File: src/rtl/ddr_wr_buf_reader_pkg.sv
// ddr_wr_buf_reader_pkg
// Shared definitions for the DDR write-buffer reader.
// - wr_state_e : burst FSM states (IDLE, STREAM, FLUSH)
// - FIFO_DEPTH : depth of the output skid FIFO
// - LEN_W      : AXI LEN field width
// - beats_f    : converts an AXI LEN encoding into a 9-bit beat count
package ddr_wr_buf_reader_pkg;

    typedef enum logic [1:0] {
        ST_IDLE   = 2'd0,
        ST_STREAM = 2'd1,
        ST_FLUSH  = 2'd2
    } wr_state_e;

    localparam int FIFO_DEPTH = 2;
    localparam int LEN_W      = 8;

    // AXI LEN is beats-1; widen by one bit so 256 beats are representable.
    function automatic logic [LEN_W:0] beats_f(input logic [LEN_W-1:0] len);
        return {1'b0, len} + 9'd1;
    endfunction

endpackage

File: src/rtl/ddr_wr_buf_skid_fifo.sv
// ddr_wr_buf_skid_fifo
// Two-entry register FIFO that absorbs the buffer read latency and W-channel
// back-pressure. The head entry does not move while a push lands in the
// other slot, which keeps WDATA stable during a stall.
// Ports:
//   CLK, RESET          clock, asynchronous active-high reset
//   PUSH, PUSH_DATA     write one entry (caller guarantees not full)
//   POP                 drop the head entry (caller guarantees not empty)
//   HEAD                current head entry
//   CNT                 occupancy 0..2
module ddr_wr_buf_skid_fifo
    import ddr_wr_buf_reader_pkg::*;
#(
    parameter int DWIDTH = 64
) (
    input  logic              CLK,
    input  logic              RESET,
    input  logic              PUSH,
    input  logic [DWIDTH-1:0] PUSH_DATA,
    input  logic              POP,
    output logic [DWIDTH-1:0] HEAD,
    output logic [1:0]        CNT
);

    logic [DWIDTH-1:0] mem_r [FIFO_DEPTH];
    logic              wr_ptr_r;
    logic              rd_ptr_r;
    logic [1:0]        cnt_r;

    // Storage, pointers and occupancy.
    always_ff @(posedge CLK or posedge RESET) begin
        if (RESET) begin
            for (int i = 0; i < FIFO_DEPTH; i++) begin
                mem_r[i] <= {DWIDTH{1'b0}};
            end
            wr_ptr_r <= 1'b0;
            rd_ptr_r <= 1'b0;
            cnt_r    <= 2'd0;
        end else begin
            if (PUSH) begin
                mem_r[wr_ptr_r] <= PUSH_DATA;
                wr_ptr_r        <= ~wr_ptr_r;
            end
            if (POP) begin
                rd_ptr_r <= ~rd_ptr_r;
            end
            case ({PUSH, POP})
                2'b10:   cnt_r <= cnt_r + 2'd1;
                2'b01:   cnt_r <= cnt_r - 2'd1;
                default: cnt_r <= cnt_r;
            endcase
        end
    end

    assign HEAD = mem_r[rd_ptr_r];
    assign CNT  = cnt_r;

endmodule

File: src/rtl/ddr_wr_buf_reader.sv
// ddr_wr_buf_reader
// Drains one write burst from the LSRAM write-data buffer and presents it as
// an AXI4 W channel. Reads are throttled so that data in flight plus data
// held never exceeds the 2-entry skid FIFO.
// Ports:
//   CLK, RESET                    clock, asynchronous active-high reset
//   START, START_ADDR, BURST_LEN  burst request (LEN = beats-1), sampled in IDLE
//   BUSY, DONE, ERR               status; ERR is sticky
//   RAM_R_ADDR, RAM_R_EN          buffer read port (1-cycle read latency)
//   RAM_R_DATA                    buffer read data
//   WDATA, WSTRB, WLAST, WVALID   AXI4 write-data channel
//   WREADY                        AXI4 ready
// Optional: define DDR_WR_BUF_RD_CHK_EN to build the protocol checks that
// drive ERR; otherwise ERR is tied low.
module ddr_wr_buf_reader
    import ddr_wr_buf_reader_pkg::*;
#(
    parameter int DWIDTH = 64,
    parameter int AWIDTH = 7
) (
    input  logic                CLK,
    input  logic                RESET,
    input  logic                START,
    input  logic [AWIDTH-1:0]   START_ADDR,
    input  logic [LEN_W-1:0]    BURST_LEN,
    output logic                BUSY,
    output logic                DONE,
    output logic                ERR,
    output logic [AWIDTH-1:0]   RAM_R_ADDR,
    output logic                RAM_R_EN,
    input  logic [DWIDTH-1:0]   RAM_R_DATA,
    output logic [DWIDTH-1:0]   WDATA,
    output logic [DWIDTH/8-1:0] WSTRB,
    output logic                WLAST,
    output logic                WVALID,
    input  logic                WREADY
);

    wr_state_e         state_r;
    logic [AWIDTH-1:0] addr_r;
    logic [LEN_W:0]    rd_left_r;
    logic [LEN_W:0]    wr_left_r;
    logic              rd_pend_r;
    logic              busy_r;
    logic              done_r;
    logic [1:0]        fifo_cnt_s;
    logic [DWIDTH-1:0] fifo_head_s;
    logic              wvalid_s;
    logic              pop_s;
    logic              rd_en_s;

    assign wvalid_s = (fifo_cnt_s != 2'd0);
    assign pop_s    = wvalid_s & WREADY;

    // Read issue: only when the read cannot overflow the FIFO once it lands,
    // counting the read already in flight and the pop happening now.
    always_comb begin
        rd_en_s = 1'b0;
        if ((state_r == ST_STREAM) && (rd_left_r != 9'd0) &&
            (({1'b0, fifo_cnt_s} + {2'b00, rd_pend_r}) < (3'd2 + {2'b00, pop_s}))) begin
            rd_en_s = 1'b1;
        end else begin
            rd_en_s = 1'b0;
        end
    end

    // Burst FSM with read/write beat counters and status outputs.
    always_ff @(posedge CLK or posedge RESET) begin
        if (RESET) begin
            state_r   <= ST_IDLE;
            addr_r    <= {AWIDTH{1'b0}};
            rd_left_r <= 9'd0;
            wr_left_r <= 9'd0;
            busy_r    <= 1'b0;
            done_r    <= 1'b0;
        end else begin
            done_r <= 1'b0;
            if (pop_s) begin
                wr_left_r <= wr_left_r - 9'd1;
            end
            case (state_r)
                ST_IDLE: begin
                    if (START) begin
                        state_r   <= ST_STREAM;
                        addr_r    <= START_ADDR;
                        rd_left_r <= beats_f(BURST_LEN);
                        wr_left_r <= beats_f(BURST_LEN);
                        busy_r    <= 1'b1;
                    end
                end
                ST_STREAM: begin
                    if (rd_en_s) begin
                        // Natural wrap at the top of the buffer.
                        addr_r    <= addr_r + {{(AWIDTH-1){1'b0}}, 1'b1};
                        rd_left_r <= rd_left_r - 9'd1;
                        if (rd_left_r == 9'd1) begin
                            state_r <= ST_FLUSH;
                        end
                    end
                end
                ST_FLUSH: begin
                    if (pop_s && (wr_left_r == 9'd1)) begin
                        state_r <= ST_IDLE;
                        busy_r  <= 1'b0;
                        done_r  <= 1'b1;
                    end
                end
                default: begin
                    state_r <= ST_IDLE;
                end
            endcase
        end
    end

    // Tracks the read in flight so its data is pushed the following cycle.
    always_ff @(posedge CLK or posedge RESET) begin
        if (RESET) begin
            rd_pend_r <= 1'b0;
        end else begin
            rd_pend_r <= rd_en_s;
        end
    end

    ddr_wr_buf_skid_fifo #(
        .DWIDTH (DWIDTH)
    ) u_fifo (
        .CLK       (CLK),
        .RESET     (RESET),
        .PUSH      (rd_pend_r),
        .PUSH_DATA (RAM_R_DATA),
        .POP       (pop_s),
        .HEAD      (fifo_head_s),
        .CNT       (fifo_cnt_s)
    );

`ifdef DDR_WR_BUF_RD_CHK_EN
    logic err_r;

    // Sticky protocol-error flag; only RESET clears it.
    always_ff @(posedge CLK or posedge RESET) begin
        if (RESET) begin
            err_r <= 1'b0;
        end else if ((START & busy_r) ||
                     ((state_r == ST_IDLE) && WREADY) ||
                     (rd_pend_r && (fifo_cnt_s == 2'd2))) begin
            err_r <= 1'b1;
        end else begin
            err_r <= err_r;
        end
    end

    assign ERR = err_r;
`else
    assign ERR = 1'b0;
`endif

    assign BUSY       = busy_r;
    assign DONE       = done_r;
    assign RAM_R_ADDR = addr_r;
    assign RAM_R_EN   = rd_en_s;
    assign WVALID     = wvalid_s;
    assign WDATA      = fifo_head_s;
    assign WLAST      = wvalid_s & (wr_left_r == 9'd1);
    assign WSTRB      = {(DWIDTH/8){1'b1}};

endmodule

File: config.mk
export PLATFORM = sky130hd
export DESIGN_NAME = ddr_wr_buf_reader
export DESIGN_NICKNAME = d
export VERILOG_FILES = /design/src/rtl/ddr_wr_buf_reader_pkg.sv /design/src/rtl/ddr_wr_buf_skid_fifo.sv /design/src/rtl/ddr_wr_buf_reader.sv
export SDC_FILE = /design/constraint.sdc
export NUM_CORES = 1
export LEC_CHECK = 0
export CAP_MARGIN = 20
export CORE_ASPECT_RATIO = 0.9
export CORE_MARGIN = 2
export CORE_UTILIZATION = 51
export CTS_CLUSTER_SIZE = 10
export DETAILED_ROUTE_END_ITERATION = 10
export PLACE_DENSITY = 0.9
export SLEW_MARGIN = 20
export SYNTH_ARGS = -nofsm -noshare
export SYNTH_HDL_FRONTEND = slang
export SYNTH_SLANG_ARGS = --single-unit
export TNS_END_PERCENT = 1
File: constraint.sdc
create_clock -name CLK -period 6.8 [get_ports CLK]
set_input_delay 1.7 -clock CLK [delete_from_list [all_inputs] [get_ports CLK]]
set_output_delay 1.7 -clock CLK [all_outputs]
set_load 0.02 [all_outputs]
# After elaboration in Yosys (flattened, before gate mapping)

Index checks and enable logic that the tools add are counted.

Add/subtract/negate cells: 8
$lt $le $gt $ge: 4
Equality and inequality tests: 10
Multiplexer cells: 27
Bitwise gates (word level): 6
Reduce and logical (&&, ||, !) cells: 13

Operator list:

| operator                                                            | number |
|---|---|
| 64-bit two-way mux                                                  | 4 |
| 128-bit bitwise mux                                                 | 1 |
| 64-bit demux with 1-bit select                                      | 1 |
| 9-bit two-way mux                                                   | 5 |
| 9-bit by 1-bit == test with 1-bit output (second input constant)    | 2 |
| 9-bit one-hot mux with 2 select lines                               | 1 |
| 9-bit by 1-bit subtractor with 9-bit output (second input constant) | 2 |
| 7-bit two-way mux                                                   | 2 |
| 7-bit one-hot mux with 2 select lines                               | 1 |
| 8-bit by 1-bit adder with 9-bit output (second input constant)      | 1 |
| 9-bit nonzero test                                                  | 1 |
| 2-bit two-way mux                                                   | 4 |
| 2-bit nonzero test                                                  | 4 |
| 7-bit by 1-bit adder with 7-bit output (second input constant)      | 1 |
| 2-bit inequality test (second input constant)                       | 3 |
| 2-bit one-hot mux with 3 select lines                               | 1 |
| 3-bit AND reduction                                                 | 2 |
| 1-bit two-way mux                                                   | 5 |
| 2-bit by 1-bit == test with 1-bit output (second input constant)    | 2 |
| 2-bit == test (second input constant)                               | 2 |
| 2-bit >= comparator (second input constant)                         | 2 |
| 1-bit logical AND                                                   | 4 |
| 1-bit NOT with 2-bit output                                         | 2 |
| 2-bit one-hot mux with 2 select lines                               | 1 |
| other kinds (12)                                                    | 14 |

Register bits: 162
Input port bits: 83
Output and inout bits: 85
Word-level logic and storage cells: 80

# Depth between registers and ports, before layout

Gate-level depths: netlist of run 1.

Depth after elaboration: 8
Mapped depth: 8

# Cells and area by module

From an unflattened synthesis of run 1, not the netlist that was laid out.

Cells, all modules: 580
Area, all modules: 7719.9 sq um

By module, submodules not included:

| module               | times used | cells an instance | area each (sq um) | seq. area each (sq um) |
|---|---|---|---|---|
| ddr_wr_buf_skid_fifo | 1          | 354               | 5770.5            | 3303.2 |
| ddr_wr_buf_reader    | 1          | 226               | 1949.4            | 750.7 |

# Worst setup path before layout of run 1

No wires, ideal clock.

Kind: input port to output port
Start point: input port WREADY
End point: output port RAM_R_EN
Arrival time: 2307 ps
Required time: 5100 ps
Setup slack: 2793 ps
Stages: 4
Path through: o21ai_2 -> o21ai_1 -> nand3_2 -> inv_2

Cells in the longest elaborated chain, start to end: 5

Ends and longest elaborated chain:

| item                                   | RTL line                | source |
|---|---|---|
| start: declaration                     | ddr_wr_buf_reader.sv:36 | `input logic WREADY` |
| 1-bit bitwise AND                      | ddr_wr_buf_reader.sv:53 | `assign pop_s = wvalid_s & WREADY;` |
| 2-bit by 1-bit adder with 3-bit output | ddr_wr_buf_reader.sv:60 | `(({1'b0, fifo_cnt_s} + {2'b00, rd_pend_r}) < (3'd2 + {2'b00, pop_s}))) begin` |
| 3-bit less-than comparator             | ddr_wr_buf_reader.sv:60 |  |
| 1-bit logical AND                      | ddr_wr_buf_reader.sv:59 | `if ((state_r == ST_STREAM) && (rd_left_r != 9'd0) &&` |
| 1-bit two-way mux                      | ddr_wr_buf_reader.sv:59 |  |
| end: declaration                       | ddr_wr_buf_reader.sv:30 | `output logic RAM_R_EN,` |

No other way between the ends.

# Worst setup path in the final report of run 1

Ends and elaborated chain as after synthesis.

==> summary.md, run 1 <==
| Metric | Value |
|---|---|
| Min-delay src | u_fifo.mem_r[36] |
| Worst Setup Path Type | in -> out |
| Net count, final | 825 |
| IO Pins | 168 |
| Die area | 0.0159 sq mm |
| Leak pwr | 0.00406 uW |
| Later-pin clock latency in the skew report | 0.43 ns |
| Top cells by area, synth | dfrtp_1 (53%), mux2_2 (29%), ha_1 (1.6%), nand2_1 (1.3%), o21ai_0 (1.2%) |
| Pwr Total | about 5600 uW |
| Worst slew margin | 0.276 |
| Switching Power | 2010 uW |
| First-pass GRT wire length | 29.0 mm |
| Main synth FF type | dfrtp_1 |
| Placed cells | 911 |
| Area leader, netlist | dfrtp_1 |
| Setup TNS | 0 ns |
| DP Area | 0.00932 sq mm |
| Gr usage total | 0.233 |
| Commonest non-fill, non-tap cell in the layout | mux2_2 |
| Longest Clk Path Bufs | 2 |
| Pwr dens | 561 mW/mm^2 |
| Min-Delay Path Class | reg -> reg |
| Post-Syn Area per Cell | about 13 sq um |
| Post-CTS setup repair buffer count | 0 |
| WL final | approximately 18 mm |
| Critical Path RT | 5.10 ns |
| Setup crit start | WREADY |
| Vias per inst | 5.61 |
| CTS Root Cell | clkbuf_16 |
| Critical-path top delay cell | clkdlybuf4s50_1 |
| Max-cap violations | 0 |
| Antenna-violating nets left | 0 |
| Fin cells | 942 |
| Sink Count | 162 |
| Number of global-route vias before repair | about 5600 |
| Final hold vios | 0 |
| Fill count | about 1100 |
| Post-Synthesis Cell Area | 0.00759 sq mm |
| Fmax achieved | 183 MHz |
| Post-CTS Resized | 0 |
| Vias after detailed routing | 5288 |
| Max VDD drop | roughly 0.39 mV |
| Core area | 0.0146 sq mm |
| Flop pwr share | 0.323 |
| Slowest Stage Delay on Critical Path | 0.62 ns |
| Die height | 120 microns |
| Power Internal | 3540 uW |
| Largest net degree at the start of global routing | 90 |
| # rows | 42 |
| Clock Power Share | 0.170 |
| Status | finished clean |
| Initial antenna violation count | 0 |
| Hold buffers post-CTS | 0 |
| Antenna Cells | 0 |
| RSZ-0062 raised after global routing | false |
| Drt pass-1 iters | 5 |
| CTS Buf Count | 17 |
| Register area share after synthesis | 0.534 |
| CP arrival | 3.76 ns |
| Sw Ratio | 0.363 |
| Part of the power in combinational logic | 0.507 |
| Max-slew violation count | 0 |
| I/O Buffers | 158 |
| Nature of the critical path endpoint | output port |
| Register bit total from synthesis | around 160 |
| Most frequent cells in the layout | mux2_2 (192), dfrtp_1 (161), clkdlybuf4s50_1 (158) |
| Synth top area share | 0.534 |
| # H-tree levels | 4 |
| Critical path buffer and inverter count | 3 |
| Final setup fails | 0 |
| Period utilization | 0.803 |
| Cell family contributing the most delay on the critical path | buffers and inverters |
| DPL Wire Length | 11.9 mm |
| Startpoint class of the critical path | input port |
| Ys Warns | 0 |
| CTS tree | yes |
| Final Cell Area | about 0.0099 sq mm |
| Iter 0 DRT Violations | 356 |
| DR WL/cell | between 15 and 20 microns |
| Synth-to-Final Area Change | 30.4% |
| Layout cells sized above 1 | 0.324 |
| Yosys cell types | 55 |
| Post-route DRC | 0 |
| Clock transition at path regs | 0.06 ns |
| Chip width | 133 microns |
| Worst clock skew | 0.00889 ns |
| Initial core utilization | 0.519 |
| FF-to-FF Start | rd_left_r[0] |
| Asr flop ratio synth | 1.00 |
| CP cell instances | clkdlybuf4s50_1 -> o21ai_2 -> o21ai_1 -> nand3_2 -> inv_2 -> clkdlybuf4s50_1 |
| Worst slew pin tran | ~1.1 ns |
| Most common cell on crit path | clkdlybuf4s50_1 |
| Number of synthesized flops with an enable pin | 0 |
| Gr ovfl total | 0 |
| Mapped Cells | 578 |
| Final worst path period need | 5.46 ns |
| GP Congestion | 0.905 |
| Crit Path Max Fanout | 12 |
-- routing by layer --
| layer | routed length (microns) | track usage | vias to the layer above | share of wire |
|---|---|---|---|---|
| met5 | 0 | 0 | - | 0 |
| met2 | 9050 | 0.402 | 226 | 0.51 |
| met4 | 357 | 0.0780 | 0 | 0.020 |
| li1 | - | - | 2380 | - |
| met3 | 1210 | 0.0579 | 37 | 0.068 |
| met1 | 7020 | 0.287 | 2645 | 0.40 |
-- area by class of cell --
type	count	area, sq um	share of cell area
flip-flops and latches	162	4060	0.410
multi-input cells	375	3340	0.338
repair buffers	163	1620	0.164
clock buffers	21	440	0.0445
well taps	198	248	0.0250
clock inverters	10	135	0.0137
inverters	13	53.8	0.00544
-- kinds of logic after synthesis --
logic type               share of synthesized area
multiplexers                                 0.286
flip-flops                                   0.534
AND/OR/NAND/NOR                             0.0625
AO/OA/AOI/OAI                               0.0488
buffers and inverters                       0.0297
XOR/XNOR                                    0.0208
adder cells (fa/ha/maj)                     0.0165
other                                     0.000990
-- final timing paths --
kind / slack, ns / cells after the start / to
max in group asynchronous: 3.57 / 3 / u_fifo.mem_r[77]
hold reg to reg: 0.50 / 1 / u_fifo.mem_r[36]
setup reg to reg: 4.09 / 7 / RAM_R_ADDR[4]
min in group asynchronous: 1.79 / 2 / u_fifo.mem_r[59]
setup / recovery: 1.34 / 6 / RAM_R_EN
hold / removal: 0.50 / 1 / u_fifo.mem_r[36]
-- registers in the layout, summed over array words and instances (netlist names) --
signal and cells:
BUSY 1, DONE 1, RAM_R_ADDR 7, rd_left_r 9, rd_pend_r 1, state_r 2, u_fifo.CNT 2, u_fifo.mem_r 128
u_fifo.rd_ptr_r 1, u_fifo.wr_ptr_r 1, wr_left_r 9
-- power by group through the flow --
stage	Combinational, uW	Clock (uW)	Sequential, uW
6_report	2810	944	1790
5_1_grt	3000	1000	1860
4_1_cts	2830	962	1790
3_5_place_dp	2800	0	1790
3_3_place_gp	2710	0	1740
2_1_floorplan	1860	0	1700
-- through the flow --
| step | util | setup slack (ns) | hold slack [ns] |
|---|---|---|---|
| after floorplan | - | 0.723 | 0.461 |
| after global routing | 0.677 | 1.19 | 0.515 |
| after global placement | 0.638 | 1.44 | 0.481 |
| after CTS | 0.677 | 1.38 | 0.502 |
| final | 0.677 | 1.34 | 0.498 |
| after detailed placement | 0.638 | 1.41 | 0.487 |
-- synthesized netlist by cell type, types with 7 or more instances --
cell	count
a21oi_1	7
buf_2	9
buf_4	9
clkbuf_1	17
dfrtp_1	162
ha_1	10
inv_1	12
mux2_2	192
nand2_1	26
nand3_1	11
nor2_1	15
o21ai_0	18
xnor2_1	10
xor2_1	8
No activity file was read; power rests on OpenSTA's default activity.
==> run 2, diff against run 1 <==
Clock period 6.8 ns to 5.23 ns, I/O delays scaled along.
==> run 2 against run 1 <==
Largest power group unchanged. Non-clock buffer count is 3 higher. Global-route usage is 0.64 points lower. Core utilization is 0.41 points higher. Sequential share of layout area is 0.25 points lower. Clock power is 33% higher. Largest cell class unchanged. Critical path type unchanged. Sequential power is 31% higher. Sequential cell count stayed put. Critical path depth stayed put. Clock-buffer cell count stayed put. Hold slack better by 0.00075 ns.
==> summary.md, run 2 (same netlist as run 1, synthesis figures left out) <==
| Metric | Value |
|---|---|
| Vias per inst | 5.56 (-0.97%) |
| Initial antenna violation count | 0 (unchanged) |
| Number of global-route vias before repair | 5609 (+0.38%) |
| Status | finished clean |
| Levels on crit path | 6 (unchanged) |
| Max-slew violation count | 0 (unchanged) |
| DP Area | 0.00935 sq mm (+0.36%) |
| Longest Clk Path Bufs | 2 (unchanged) |
| Worst clock skew | 0.00888 ns (-0.00000975 ns) |
| Gr usage total | 0.226 (-0.00639) |
| Critical Path RT | 3.92 ns (-1.18 ns) |
| Critical-path top delay cell | clkdlybuf4s50_1 |
| Antenna-violating nets left | 0 (unchanged) |
| Drt pass-1 iters | 4 (-1) |
| Post-route DRC | 0 (unchanged) |
| Leak pwr | 0.00408 uW (+0.51%) |
| Part of the power in combinational logic | 0.501 (-0.006) |
| Worst Setup Path Type | in -> out |
| Most common cell on crit path | clkdlybuf4s50_1 |
| Slack of the worst reg-to-reg path | 2.78 ns (-1.31 ns) |
| Largest register FFs | 128 (unchanged) |
| Antenna Cells | 0 (unchanged) |
| GP Congestion | 0.932 (+3.0%) |
| Power Internal | 4640 uW (+31%) |
| I/O Buffers | 158 (unchanged) |
| CP cell instances | clkdlybuf4s50_1 -> o21ai_2 -> o21ai_1 -> nand3_2 -> inv_2 -> clkdlybuf4s50_1 |
| Final hold vios | 0 (unchanged) |
| Die area | 0.0159 sq mm (unchanged) |
| CP arrival | 3.36 ns (-0.40 ns) |
| Post-CTS Resized | 0 (unchanged) |
| Iter 0 DRT Violations | 348 (-2.2%) |
| Most frequent cells in the layout | mux2_2 (192), dfrtp_1 (161), clkdlybuf4s50_1 (158) |
| WL final | 17.2 mm (-2.5%) |
| Worst hold margin | 0.499 ns (+0.000749 ns) |
| Clock Power Share | 0.174 (+0.004) |
| CTS Buf Count | 17 (unchanged) |
| Critical Path End | RAM_R_EN |
| Commonest non-fill, non-tap cell in the layout | mux2_2 |
| Setup TNS | 0 ns (unchanged) |
| Net count, final | 828 (+0.36%) |
| Biggest register | u_fifo.mem_r |
| Final design utilization | 0.681 (+0.00411) |
| Slowest Stage Delay on Critical Path | 0.62 ns (about the same) |
| Switching Power | 2590 uW (+29%) |
| CTS tree | yes |
| Largest net degree at the start of global routing | 79 (-12%) |
| Crit Path Max Fanout | 12 (unchanged) |
| Worst R2R End | RAM_R_ADDR[4] |
| Cells on Worst Hold Path | 1 (unchanged) |
| Sw Ratio | 0.358 (-0.00443) |
| Nature of the critical path endpoint | output port |
| Clock transition at path regs | 0.06 ns (about the same) |
| Fmax achieved | between 200 and 250 MHz |
| Hold buffers post-CTS | 0 (unchanged) |
| Layout cells sized above 1 | 0.330 (+0.00583) |
| Die height | 120 microns (unchanged) |
| Synth-to-Final Area Change | 31.2% |
| Worst slew pin tran | 0.972 ns (-0.110 ns) |
| Later-pin clock latency in the skew report | 0.42 ns (about the same) |
| RSZ-0062 raised after global routing | false |
| Post-CTS setup repair buffer count | 0 (unchanged) |
| IO Pins | 168 (unchanged) |
| Flop pwr share | 0.324 (about the same) |
| # H-tree levels | 4 (unchanged) |
| Final setup fails | 0 (unchanged) |
| Gr ovfl total | 0 (unchanged) |
| Sink Count | 162 (unchanged) |
| Largest regs | u_fifo.mem_r (128), rd_left_r (9), wr_left_r (9) |
| Max-cap violations | 0 (unchanged) |
| Core area | 0.0146 sq mm (unchanged) |
| Min-delay src | u_fifo.mem_r[23] |
| DR WL/cell | 18.2 microns (-2.7%) |
| CTS Root Cell | clkbuf_16 |
| First-pass GRT wire length | 28.5 mm (-1.6%) |
| Chip width | 133 microns (unchanged) |
| Pwr Total | 7230 uW (+30%) |
| Setup crit start | WREADY |
| DPL Wire Length | 11.7 mm (-1.2%) |
| Min-Delay Path Class | reg -> reg |
| Max VDD drop | 0.528 mV (+34%) |
| Final Cell Area | 0.00995 sq mm (+0.61%) |
| Critical path buffer and inverter count | 3 (unchanged) |
| Period utilization | 0.892 |
| R2R depth | 7 (unchanged) |
| # rows | 42 (unchanged) |
| Cell family contributing the most delay on the critical path | buffers and inverters |
| Vias after detailed routing | 5248 (-0.76%) |
| Pwr dens | 726 mW/mm^2 (+29%) |
| Initial core utilization | 0.519 (unchanged) |
| FF-to-FF Start | rd_left_r[0] |
| Worst slew margin | 0.349 (+0.0733) |
| Startpoint class of the critical path | input port |
| Final worst path period need | 4.66 ns |
| Fill count | 1026 (-3.9%) |
run 2: per-layer routing:
layer	wire length, microns	track usage	vias to the layer above
met5	0	0	-
met4	210	0.0625	0
met3	1140	0.0537	22
met2	8580	0.379	208
met1	7260	0.297	2645
li1	-	-	2373
run 2: layout make-up:
class / instances / area, sq um / share of cell area
Clock buffer: 21 / 470 / 0.0473
Clock inverter: 9 / 131 / 0.0132
Inverter: 13 / 52.6 / 0.00528
Multi-Input combinational cell: 375 / 3340 / 0.336
Sequential cell: 162 / 4060 / 0.407
Tap cell: 198 / 248 / 0.0249
Timing Repair Buffer: 166 / 1650 / 0.166
run 2: worst min-delay path by stage:
stage,endpoint,slack [ns]
global route,u_fifo.mem_r[50],0.51
detailed placement,u_fifo.mem_r[10],0.49
CTS,u_fifo.mem_r[23],0.50
global placement,u_fifo.mem_r[42],0.48
finish,u_fifo.mem_r[23],0.50
floorplan,u_fifo.wr_ptr_r,0.46
run 2: power groups by stage:
| stage | Combinational, uW | Sequential, uW | Clock [uW] |
|---|---|---|---|
| after floorplan | 2420 | 2210 | 0 |
| after global placement | 3520 | 2290 | 0 |
| after detailed placement | 3620 | 2350 | 0 |
| final | 3620 | 2340 | 1260 |
| after CTS | 3660 | 2340 | 1280 |
| after global routing | 3860 | 2430 | 1340 |
run 2: through the flow:
| stage | setup WS, ns | cells |
|---|---|---|
| floorplan | 1.87 | 585 |
| global placement | 0.687 | 914 |
| detailed placement | 0.627 | 914 |
| CTS | 0.609 | 944 |
| global route | 0.469 | 944 |
| finish | 0.565 | 944 |
==> RTL change (flow settings as in run 1) <==
Add a define of `DDR_WR_BUF_RD_CHK_EN`.
--- a/src/rtl/ddr_wr_buf_reader.sv
+++ b/src/rtl/ddr_wr_buf_reader.sv
@@ -12,6 +12,8 @@
 //   WREADY                        AXI4 ready
 // Optional: define DDR_WR_BUF_RD_CHK_EN to build the protocol checks that
 // drive ERR; otherwise ERR is tied low.
+`define DDR_WR_BUF_RD_CHK_EN
+
 module ddr_wr_buf_reader
     import ddr_wr_buf_reader_pkg::*;
 #(
Function: changed (Yosys sat finds a counterexample within 4 cycles, from zero or initial values and one cycle with RESET high).
==> RTL change against run 1 <==
Critical path depth unchanged; sequential cell count increased by 1; worst setup slack improved by 0.13 ns; sequential share of layout area decreased by 0.27 points; total power is 1.5% higher; register-to-register slack improved by 0.29 ns; design area rose by 1.3%; routed wire length is 4.4% lower; count of clock-buffer cells in the layout did not move; worst hold slack better by 0.0043 ns; area after synthesis grew 1.4%.
==> RTL change: results (changes against run 1) <==
status=completed; vias per inst=5.429 (-3.3%); first-pass GRT wire length=27620 um (-4.8%); post-cts resize count=0 (unchanged); crit-path max FO=10 (-2); Post-layout nets=848 (+2.8%); Avg Cell Area, Syn=12.82 um2 (-2.3%); Total GRT Usage=21.76% (-1.5 points); number of global-route vias before repair=5463 (-2.2%); post-place setup slack=1.485 ns (+0.07483 ns); DRT Pass-1 Iters=6 (+1); non-filler cells, final=966 (+2.5%); largest net degree at the start of global routing=73 (-19%); share of layout cells above drive strength 1=31.77% (-0.62 points); slack of the worst reg-to-reg path=4.38 ns (+0.29 ns); count of cell types in the netlist=48 (-13%); Inst Count DP=934 (+2.5%); final worst path period share=78.42% (-1.8 points); port bufs=159 (+0.63%); Critical Path Max Stage Delay=0.62 ns (about the same); CP max stage cell=clkdlybuf4s50_1; Cell Area, Placed=0.009422 mm2 (+1.1%); DP HPWL=11750 um (-0.96%); Crit path arrival time=3.63 ns (-0.13 ns); hold_ws=0.5026 ns (+0.004283 ns); gp weighted congestion=0.8709 (-3.8%); initial antenna violation count=0 (unchanged); worst skew pair latency=0.41 ns (-0.02 ns); biggest regs=u_fifo.mem_r x128, rd_left_r x9, wr_left_r x9; Synth area leaders=dfrtp_1, mux2_2, a21oi_1; total wire length=16850 um (-4.4%); P_leak=4.114 nW (+1.3%); sequential-to-total area share from yosys stat=53.04% (-0.40 points); maximum vdd ir drop=0.0003520 V (-10%); top cell types by occurrence after synthesis=mux2_2, dfrtp_1, nand2_1, a21oi_1, nor2_1; initial DRC count=323 (-9.3%); Slew headroom=36.03% (+8.4 points); Worst Clk Skew=0.008605 ns (-0.0002875 ns)
[RTL change: cell count changes in the layout (fill, tap and decap cells not counted), sizes merged, moves of 4 or more]
cell / change
nand2: +5
nor2: +9
o21ai: -6
a21oi: +22
o311ai: -4
and3: -4
inv: +5
[RTL change: final timing paths]
check,cells past startpoint,end,from
max,6,RAM_R_EN,WREADY
min,1,u_fifo.mem_r[41]$_DFFE_PP0P_,u_fifo.mem_r[41]$_DFFE_PP0P_
max reg2reg,5,rd_left_r[5]$_DFFE_PP0P_,state_r[1]$_DFFE_PP0P_
min reg2reg,1,u_fifo.mem_r[41]$_DFFE_PP0P_,u_fifo.mem_r[41]$_DFFE_PP0P_
max in group asynchronous,3,u_fifo.mem_r[55]$_DFFE_PP0P_,RESET
min in group asynchronous,2,u_fifo.mem_r[14]$_DFFE_PP0P_,RESET
[RTL change: power by group]
group,switching [mW],internal [mW]
combinational,1.32,1.52
clock,0.396,0.571
sequential,0.353,1.47
[RTL change: layer usage]
| metal | GRT usage [%] | wire (um) | vias up |
|---|---|---|---|
| met2 | 36.95 | 8211 | 176 |
| met3 | 5.157 | 854 | 21 |
| li1 | - | - | 2438 |
| met1 | 28.50 | 7594 | 2609 |
| met5 | 0 | 0 | - |
| met4 | 5.120 | 185 | 0 |
[RTL change: logic make-up (layout without fill, tap and decap cells)]
| kind of cell | Yosys count | in the layout | synth area share (%) |
|---|---|---|---|
| XOR/XNOR | 18 | 18 | 2.050 |
| adder cells (fa/ha/maj) | 10 | 10 | 1.627 |
| multiplexers | 194 | 194 | 28.39 |
| AO/OA/AOI/OAI | 67 | 67 | 5.321 |
| flip-flops | 163 | 163 | 53.04 |
| AND/OR/NAND/NOR | 99 | 99 | 6.476 |
| buffers and inverters | 48 | 209 | 3.043 |
| other | 1 | 8 | 0.04877 |
[RTL change: final cells by class]
cell class | count | area, um2
sequential | 163 | 4080
timing repair buffer | 164 | 1629
clock buffer | 21 | 460.4
fill | 1005 | 4692
multi-input combinational | 396 | 3411
tap | 198 | 247.7
inverter | 13 | 53.80
clock inverter | 11 | 140.1
[RTL change: worst max-delay path, delay by kind of cell]
family	cells	cell delay [ns]
buffers and inverters	3	1.33
AOI/OAI and AO/OA	2	0.38
and+or+nand+nor	1	0.23
